===== config.mk =====
export PLATFORM = sky130hd
export DESIGN_NAME = tpu_cmd_queue
export DESIGN_NICKNAME = d
export VERILOG_FILES = /design/src/rtl/tpu_pkg.sv /design/src/rtl/sync_fifo.sv /design/src/rtl/tpu_cmd_queue.sv
export SDC_FILE = /design/constraint.sdc
export NUM_CORES = 1
export LEC_CHECK = 0
export ABC_AREA = 1
export ABC_CLOCK_PERIOD_IN_PS = 7200
export BUFFER_PORTS_ARGS = -buffer_cell sky130_fd_sc_hd__buf_4
export CORE_AREA = 8 8 196 338
export DETAILED_ROUTE_END_ITERATION = 12
export DIE_AREA = 0 0 204 346
export GPL_TIMING_DRIVEN = 0
export HOLD_SLACK_MARGIN = 0.03
export PLACE_DENSITY = 0.74
export SYNTH_ARGS = -nofsm -noshare
export SYNTH_HDL_FRONTEND = slang
export SYNTH_HIERARCHICAL = 1
export SYNTH_SLANG_ARGS = --single-unit

===== constraint.sdc =====
create_clock -name clk_i -period 7.2 [get_ports clk_i]
set_input_delay 1.08 -clock clk_i [delete_from_list [all_inputs] [get_ports clk_i]]
set_output_delay 1.08 -clock clk_i [all_outputs]
set_load 0.01 [all_outputs]

===== src/rtl/tpu_pkg.sv =====
// Shared types for the TPU command queue: default widths, the queued command triple and issue FSM states.
// Latency: n/a (types only).
// Backpressure: n/a (types only).
package tpu_pkg;

    localparam int DEF_ACLEN      = 8;
    localparam int DEF_DATA_WIDTH = 32;

    // One queued command as written by the CPU.
    typedef struct packed {
        logic [DEF_ACLEN-1:0]      cmd;
        logic [DEF_DATA_WIDTH-1:0] param_1;
        logic [DEF_DATA_WIDTH-1:0] param_2;
    } tpu_cmd_t;

    typedef enum logic [1:0] {
        IDLE,
        ISSUE,
        GAP,
        WAIT
    } issue_state_e;

endpackage


===== src/rtl/sync_fifo.sv =====
// Synchronous first-word fall-through FIFO with occupancy count and drop strobe.
// Latency: a pushed word is visible on pop_dat_o the cycle after the push.
// Backpressure: push while full is accepted only with a same-cycle pop, else dropped (drop_o); pop while empty is ignored.
//
// Ports: clk_i/rst_i (sync active-high), push_i/push_dat_i write side, pop_i/pop_dat_o read side,
//        full_o/empty_o/count_o status, drop_o pulses when a push is refused.
module sync_fifo #(
    parameter int WIDTH = 8,
    parameter int DEPTH = 4
) (
    input  logic                     clk_i,
    input  logic                     rst_i,
    input  logic                     push_i,
    input  logic [WIDTH-1:0]         push_dat_i,
    input  logic                     pop_i,
    output logic [WIDTH-1:0]         pop_dat_o,
    output logic                     full_o,
    output logic                     empty_o,
    output logic [$clog2(DEPTH):0]   count_o,
    output logic                     drop_o
);

    localparam int AW = $clog2(DEPTH);
    localparam logic [AW:0] FULL_CNT = (AW+1)'(DEPTH);

    logic [AW-1:0]  wr_ptr_q, wr_ptr_d;
    logic [AW-1:0]  rd_ptr_q, rd_ptr_d;
    logic [AW:0]    count_q, count_d;
    logic [WIDTH-1:0] mem_q [DEPTH];
    logic [WIDTH-1:0] mem_d [DEPTH];
    logic           pop_ok;
    logic           push_ok;

    assign empty_o = (count_q == '0);
    assign full_o  = (count_q == FULL_CNT);
    assign count_o = count_q;

    // When full, a simultaneous pop frees the slot being written (wr_ptr == rd_ptr),
    // and the head is read combinationally before the write lands.
    assign pop_ok  = pop_i && !empty_o;
    assign push_ok = push_i && (!full_o || pop_ok);
    assign drop_o  = push_i && !push_ok;

    // Empty FIFO presents zero rather than stale storage.
    assign pop_dat_o = empty_o ? '0 : mem_q[rd_ptr_q];

    always_comb begin
        mem_d    = mem_q;
        wr_ptr_d = wr_ptr_q;
        rd_ptr_d = rd_ptr_q;
        if (push_ok) begin
            mem_d[wr_ptr_q] = push_dat_i;
            wr_ptr_d        = wr_ptr_q + AW'(1);
        end
        if (pop_ok) begin
            rd_ptr_d = rd_ptr_q + AW'(1);
        end
        count_d = count_q + (AW+1)'(push_ok) - (AW+1)'(pop_ok);
    end

    always_ff @(posedge clk_i) begin
        if (rst_i) begin
            wr_ptr_q <= '0;
            rd_ptr_q <= '0;
            count_q  <= '0;
        end else begin
            wr_ptr_q <= wr_ptr_d;
            rd_ptr_q <= rd_ptr_d;
            count_q  <= count_d;
        end
    end

    // Storage needs no reset: every read is qualified by count.
    always_ff @(posedge clk_i) begin
        mem_q <= mem_d;
    end

endmodule


===== src/rtl/tpu_cmd_queue.sv =====
// Queues CPU command triples and issues them to the TPU one at a time; buffers TPU result words for CPU reads.
// Latency: push into empty queue with TPU idle -> tpu_cmd_valid_o at +2 cycles; result visible the cycle after its strobe.
// Backpressure: full command/result FIFOs drop new words and set sticky ovf_o bits; issue waits for tpu_busy_i low.
//
// Ports: clk_i/rst_i; cmd_push_i + cmd_i/param_1_i/param_2_i enqueue; cmd_full_o/cmd_count_o status;
//        tpu_cmd_valid_o + tpu_cmd_o/tpu_param_*_o issue; tpu_busy_i; tpu_ret_valid_i/tpu_ret_data_i results in;
//        ret_pop_i/ret_valid_o/ret_data_o results out; busy_o; ovf_o/ovf_clr_i sticky overflow.
//        ACLEN/DATA_WIDTH must match the tpu_pkg defaults, which size tpu_cmd_t.
module tpu_cmd_queue
    import tpu_pkg::*;
#(
    parameter int ACLEN      = DEF_ACLEN,
    parameter int DATA_WIDTH = DEF_DATA_WIDTH,
    parameter int CMD_DEPTH  = 8,
    parameter int RET_DEPTH  = 4,
    parameter int ISSUE_GAP  = 2
) (
    input  logic                          clk_i,
    input  logic                          rst_i,
    input  logic                          cmd_push_i,
    input  logic [ACLEN-1:0]              cmd_i,
    input  logic [DATA_WIDTH-1:0]         param_1_i,
    input  logic [DATA_WIDTH-1:0]         param_2_i,
    output logic                          cmd_full_o,
    output logic [$clog2(CMD_DEPTH):0]    cmd_count_o,
    output logic                          tpu_cmd_valid_o,
    output logic [ACLEN-1:0]              tpu_cmd_o,
    output logic [DATA_WIDTH-1:0]         tpu_param_1_o,
    output logic [DATA_WIDTH-1:0]         tpu_param_2_o,
    input  logic                          tpu_busy_i,
    input  logic                          tpu_ret_valid_i,
    input  logic [DATA_WIDTH-1:0]         tpu_ret_data_i,
    input  logic                          ret_pop_i,
    output logic                          ret_valid_o,
    output logic [DATA_WIDTH-1:0]         ret_data_o,
    output logic                          busy_o,
    output logic [1:0]                    ovf_o,
    input  logic                          ovf_clr_i
);

    tpu_cmd_t     cmd_wr;
    tpu_cmd_t     cmd_rd;
    logic         cmd_pop;
    logic         cmd_empty;
    logic         cmd_drop;

    logic         ret_empty;
    logic         ret_full;
    logic         ret_drop;
    logic [$clog2(RET_DEPTH):0] ret_count;
    logic         unused_ret;

    issue_state_e state_q, state_d;
    logic [3:0]   gap_q, gap_d;
    tpu_cmd_t     out_q, out_d;
    logic [1:0]   ovf_q, ovf_d;

    assign cmd_wr.cmd     = cmd_i;
    assign cmd_wr.param_1 = param_1_i;
    assign cmd_wr.param_2 = param_2_i;

    sync_fifo #(
        .WIDTH ($bits(tpu_cmd_t)),
        .DEPTH (CMD_DEPTH)
    ) u_cmd_fifo (
        .clk_i      (clk_i),
        .rst_i      (rst_i),
        .push_i     (cmd_push_i),
        .push_dat_i (cmd_wr),
        .pop_i      (cmd_pop),
        .pop_dat_o  (cmd_rd),
        .full_o     (cmd_full_o),
        .empty_o    (cmd_empty),
        .count_o    (cmd_count_o),
        .drop_o     (cmd_drop)
    );

    sync_fifo #(
        .WIDTH (DATA_WIDTH),
        .DEPTH (RET_DEPTH)
    ) u_ret_fifo (
        .clk_i      (clk_i),
        .rst_i      (rst_i),
        .push_i     (tpu_ret_valid_i),
        .push_dat_i (tpu_ret_data_i),
        .pop_i      (ret_pop_i),
        .pop_dat_o  (ret_data_o),
        .full_o     (ret_full),
        .empty_o    (ret_empty),
        .count_o    (ret_count),
        .drop_o     (ret_drop)
    );

    assign ret_valid_o = !ret_empty;
    // Result FIFO occupancy is not exported; only emptiness matters to the front-end.
    assign unused_ret  = ret_full ^ (^ret_count);

    // Issue sequencer. GAP ignores tpu_busy_i so the TPU has time to raise busy
    // after the pulse before WAIT starts trusting it.
    always_comb begin
        state_d = state_q;
        gap_d   = gap_q;
        out_d   = out_q;
        cmd_pop = 1'b0;
        unique case (state_q)
            IDLE: begin
                if (!cmd_empty && !tpu_busy_i) begin
                    cmd_pop = 1'b1;
                    out_d   = cmd_rd;
                    state_d = ISSUE;
                end
            end
            ISSUE: begin
                gap_d   = 4'(ISSUE_GAP - 1);
                state_d = GAP;
            end
            GAP: begin
                if (gap_q == 4'd0) begin
                    state_d = WAIT;
                end else begin
                    gap_d = gap_q - 4'd1;
                end
            end
            WAIT: begin
                if (!tpu_busy_i) begin
                    state_d = IDLE;
                end
            end
            default: state_d = IDLE;
        endcase
    end

    // Set has priority over clear so an overflow in the clear cycle is not lost.
    always_comb begin
        ovf_d = ovf_clr_i ? 2'b00 : ovf_q;
        if (cmd_drop) ovf_d[0] = 1'b1;
        if (ret_drop) ovf_d[1] = 1'b1;
    end

    always_ff @(posedge clk_i) begin
        if (rst_i) begin
            state_q <= IDLE;
            gap_q   <= '0;
            out_q   <= '0;
            ovf_q   <= '0;
        end else begin
            state_q <= state_d;
            gap_q   <= gap_d;
            out_q   <= out_d;
            ovf_q   <= ovf_d;
        end
    end

    assign tpu_cmd_valid_o = (state_q == ISSUE);
    assign tpu_cmd_o       = out_q.cmd;
    assign tpu_param_1_o   = out_q.param_1;
    assign tpu_param_2_o   = out_q.param_2;
    assign ovf_o           = ovf_q;
    assign busy_o          = !cmd_empty || (state_q != IDLE) || tpu_busy_i;

endmodule


==> results of run 1 <==
placed cells by master (no fill, tap or decap), drive strengths merged:
| cell | instances |
|---|---|
| nand2 | 477 |
| fa | 2 |
| clkbuf | 123 |
| clkinvlp | 5 |
| xnor2 | 1 |
| and2 | 1 |
| dfxtp | 97 |
| ha | 21 |
| edfxtp | 704 |
| buf | 404 |
| xor2 | 2 |
| inv | 196 |
| nor2 | 1030 |
| a21oi | 51 |
| bufinv | 8 |
| diode | 3 |
| clkinv | 23 |
| o21ai | 283 |
| nand3 | 87 |
| nor3b | 1 |
| o211ai | 1 |
| nor3 | 4 |
power by group through the flow:
stage / registers, mW / clock network, mW / logic, mW
2_1_floorplan: 5.90 / 0 / 2.79
3_3_place_gp: 5.89 / 0 / 4.62
3_5_place_dp: 5.83 / 0 / 4.80
4_1_cts: 5.73 / 3.84 / 4.85
5_1_grt: 5.77 / 4.00 / 5.31
6_report: 5.73 / 3.78 / 4.86
worst max-delay path, stage by stage, from the launching register on:
cell and delay, ns:
dfxtp_1 0.33, inv_1 0.08, ha_1 0.20, nand2_1 0.12
buf_2 0.38, buf_1 0.59, inv_1 0.16, nor2_2 0.15
inv_2 0.05, nor2_4 0.20, buf_6 0.30, buf_6 0.21
nand2_1 0.16, nand2_1 0.25, nand2_1 0.23, nor3_2 0.41
buf_6 0.25, buf_8 0.17, buf_6 0.18, buf_6 0.18
buf_6 0.19
final timing paths:
check | start | endpoint | slack (ns) | cells after the start
setup / recovery | u_cmd_fifo/count_o[2] | u_cmd_fifo/mem_q[510] | 2.08 | 20
hold / removal | gap_q[0] | gap_q[0] | 0.48 | 2
setup reg to reg | u_cmd_fifo/count_o[2] | u_cmd_fifo/mem_q[510] | 2.08 | 20
hold reg to reg | gap_q[0] | gap_q[0] | 0.48 | 2
layout make-up:
| cell class | instances | share of cell area |
|---|---|---|
| antenna | 3 | 0.0001941 |
| buffer | 167 | 0.02462 |
| clock buffer | 87 | 0.04908 |
| clock inverter | 37 | 0.01032 |
| inverter | 195 | 0.01899 |
| multi-input combinational | 1961 | 0.2127 |
| sequential | 801 | 0.5969 |
| tap | 799 | 0.02585 |
| timing repair buffer | 273 | 0.06138 |
flip-flops by register name, indices dropped and copies added, names as in the netlist, 3 cells and up:
name                 cells
u_cmd_fifo/mem_q       576
u_ret_fifo/mem_q       128
tpu_param_1_o           32
tpu_param_2_o           32
tpu_cmd_o                8
gap_q                    4
u_cmd_fifo/count_o       4
u_cmd_fifo/rd_ptr_q      3
u_cmd_fifo/wr_ptr_q      3
u_ret_fifo/count_o       3
through the flow:
stage | utilization | setup TNS (ns)
after floorplan | - | -146.71
final | 0.6261 | 0
after global placement | 0.5762 | -2451.37
after detailed placement | 0.5887 | 0
after global routing | 0.6260 | 0
after CTS | 0.6259 | 0
per-layer routing:
metal / wire length [microns] / track usage / vias to the layer above
met5: 70 / 0 / -
met4: 4283 / 0.1277 / 12
met3: 7135 / 0.05040 / 275
met2: 46890 / 0.4553 / 1037
met1: 29360 / 0.2511 / 10770
li1: - / - / 10970
==> metrics.csv, run 1 <==
metric,value,unit
core-area,61770,sq um
skew,0.02305,ns
sw_frac_of_total,0.3503,
nFillCells,4723,
dieArea,70580,sq um
max_slew_margin,0.3870,
drive_above_1_share,0.1477,
hold_ws,0.4810,ns
p_clk_frac,0.263,
fmax,195.2,MHz
start_util,0.5328,
total_power,14.37,mW
grt_overflow,0,
irDropWorstVdd,0.3033,mV
rsz0062_at_grt,false,
intPower,9.338,mW
post-place-cells,4196,
finalInstanceArea,38670,sq um
seqPwrFrac,0.399,
end_kind,register,
antenna_found_initial,8,
numPortBuffers,224,
slew_viol_final,0,
place_area,36370,sq um
grt_max_degree,29,
p_leak,15.33,nW
cts_tree,yes,
cts_hold_buf,0,
area_growth,17.49,%
critPathKind,reg -> reg,
finalSetupViolations,0,
synth_nets,3258,
die_h,346,microns
switchingPower,5.035,mW
wire_per_inst,20.29,microns
dp_worst_setup_slack,2.237,ns
netlist_instances,3124,
pin_count,225,
clk_path_buf_depth,3,
vias,23060,
ctsResizeCount,0,
wirelength,87.73,mm
stdcell_count,4323,
cp_data_required_time,7.51,ns
critPathMaxFanout,10,
drc,0,
timing.final.crit_period,5.123,ns
min-delay-path-class,reg -> reg,
die_w,204,microns
numCtsBuffers,69,
track_usage,0.2441,
hold_viol,0,
cts.clk_slew.worst_paths,0.07,ns
insertion_delay,0.62,ns
cp.arrival,5.43,ns
htreeDepth,3,
worst_pin_slew,0.9194,ns
initialDrtViolationCount,1899,
multiInputGateArea,8224,sq um
status,completed,
viasPerCell,5.334,
timing.final.crit_share,0.7116,
clockRootBuffer,clkbuf_16,
fin_nets,3602,
max_cap_violations,0,
ant_nets,0,
powerDensity,371.7,nW/um^2
hpwl,60.81,mm
netlist_area,32910,sq um
dr.pass1.iters,5,
globalplace.congestion,0.7963,
critPathLaunchType,register,
grt_pass1_wl,130.8,mm
regArea,23080,sq um
finalWorstSetupSlack,2.077,ns
p_comb_frac,0.338,
postCtsSetupBuffers,0,
cts.sinks,801,
synth.avg_cell_area,10.54,sq um
grt_pass1_vias,23100,
rows,121,
yosys_warnings,6,
(Power assumes the default switching activity.)
==> run 2: changes to the inputs <==
Settings changed: ABC_AREA 1 to 0, ABC_CLOCK_PERIOD_IN_PS 7200 to 4700, CORE_AREA 8 8 196 338 to 8 8 189 326, DIE_AREA 0 0 204 346 to 0 0 197 334.
Clock period 7.2 ns to 4.7 ns, I/O delays scaled along.
==> run 2 against run 1 <==
  * Largest cell class unchanged
  * Maximum frequency grew 24%
  * Sequential cell count is the same
  * Combinational power is essentially flat
==> metrics.csv, run 2 <==
metric,value,unit
largest_reg_flops,576,
numCtsBuffers,70,
wire_per_inst,26.14,microns
powerDensity,530.2,nW/um^2
end_kind,register,
grt_pass1_vias,16740,
clockRootBuffer,clkbuf_16,
clk_path_buf_depth,3,
core-area,56890,sq um
status,completed,
critPathMaxFanout,13,
finalInstanceArea,36570,sq um
viasPerCell,5.837,
max_cap_violations,0,
rows,116,
synth.avg_cell_area,19.84,sq um
globalplace.congestion,0.7593,
antenna_found_initial,4,
seqPwrFrac,0.442,
pin_count,225,
total_power,19.39,mW
ant_nets,0,
nFillCells,3915,
finalSetupViolations,0,
top_regs,"u_cmd_fifo/mem_q (576), u_ret_fifo/mem_q (128)",
hold_viol,0,
die_w,197,microns
grt_pass1_wl,105.6,mm
hpwl,47.97,mm
dp_worst_setup_slack,0.6046,ns
netlist_area,30500,sq um
grt_overflow,0,
max_slew_margin,0.2030,
track_usage,0.2159,
worst_pin_slew,1.191,ns
grt_max_degree,33,
wirelength,70.69,mm
final_common_cell,edfxtp_1,
ctsResizeCount,0,
layout_common_cells,"edfxtp_1, buf_4, mux4_2",
cts.clk_slew.worst_paths,0.07,ns
rsz0062_at_grt,false,
stdcell_count,2704,
regToRegStartpoint,u_cmd_fifo/count_o[3],
crit_path_max_incr_delay,0.67,ns
timing.final.crit_share,0.8800,
fin_util,0.6427,
dr.pass1.iters,7,
p_comb_frac,0.249,
yosys_warnings,6,
netlist_instances,1537,
sw_frac_of_total,0.2767,
skew,0.02634,ns
cp-startpoint,u_cmd_fifo/count_o[3],
tns,0,ns
critPathLaunchType,register,
largest_register,u_cmd_fifo/mem_q,
crit_slowest_cell,nor3_4,
numPortBuffers,224,
p_leak,12.23,nW
slew_viol_final,0,
worstHoldStart,tpu_ret_data_i[16],
postCtsSetupBuffers,0,
switchingPower,5.364,mW
cp.arrival,4.45,ns
fmax,241.8,MHz
hold_ws,0.2948,ns
intPower,14.02,mW
cts_hold_buf,0,
dieArea,65800,sq um
cp_data_required_time,5.01,ns
post-place-cells,2569,
drive_above_1_share,0.3131,
place_area,34130,sq um
die_h,334,microns
fin_nets,2008,
cts_tree,yes,
synth_nets,1671,
critPathKind,reg -> reg,
cts.sinks,801,
initialDrtViolationCount,1232,
area_growth,19.89,%
p_clk_frac,0.309,
insertion_delay,0.62,ns
timing.final.crit_period,4.136,ns
cp_cell_sequence,inv_2 > ha_4 > or3b_4 > inv_4 > or3b_1 > buf_6 > inv_6 > buf_6 > nor2b_4 > o21a_1 > inv_2 > nor3_4 > buf_16 > buf_8 > buf_16 > buf_8,
htreeDepth,3,
min-delay-path-class,in -> reg,
irDropWorstVdd,0.4245,mV
start_util,0.5361,
finalWorstSetupSlack,0.5639,ns
drc,0,
vias,15780,
-- run 2: routing by layer --
layer / part of all wire / wire [microns] / GRT usage / vias up
li1: - / - / - / 6849
met4: 0.024 / 1689 / 0.07016 / 0
met5: 0 / 0 / 0 / -
met2: 0.53 / 37420 / 0.3806 / 574
met3: 0.069 / 4870 / 0.04577 / 99
met1: 0.38 / 26710 / 0.2618 / 8262
-- run 2: layout make-up --
type,count,area (sq um),area share
inverter,26,105.1,0.002874
multi-input combinational,625,6878,0.1881
antenna,5,12.51,0.0003422
clock buffer,88,1889,0.05167
clock inverter,42,536.8,0.01468
tap,767,959.7,0.02624
buffer,85,559.3,0.01530
timing repair buffer,265,2541,0.06950
sequential,801,23080,0.6313
-- run 2: power by group through the flow --
stage / Clock [mW] / Sequential [mW] / Combinational (mW)
4_1_cts: 6.09 / 8.57 / 4.90
2_1_floorplan: 0 / 8.74 / 2.93
3_3_place_gp: 0 / 8.74 / 4.59
3_5_place_dp: 0 / 8.72 / 4.86
6_report: 5.99 / 8.57 / 4.83
5_1_grt: 6.33 / 8.61 / 5.19
-- run 2: critical path: cells and delay by family (launching register included) --
kind,cells,cell delay (ns)
AO/OA/AOI/OAI,1,0.25
AND/OR/NAND/NOR,4,1.49
buffers and inverters,10,1.52
adder cells (fa/ha/maj),1,0.16
flip-flops,1,0.36
-- run 2: final timing paths --
path / endpoint / slack (ns) / cells after the start
worst min register to register: tpu_param_2_o[7] / 0.46 / 2
worst max-delay path: u_cmd_fifo/mem_q[305] / 0.56 / 16
worst min-delay path: u_ret_fifo/mem_q[16] / 0.29 / 1
worst max register to register: u_cmd_fifo/mem_q[305] / 0.56 / 16
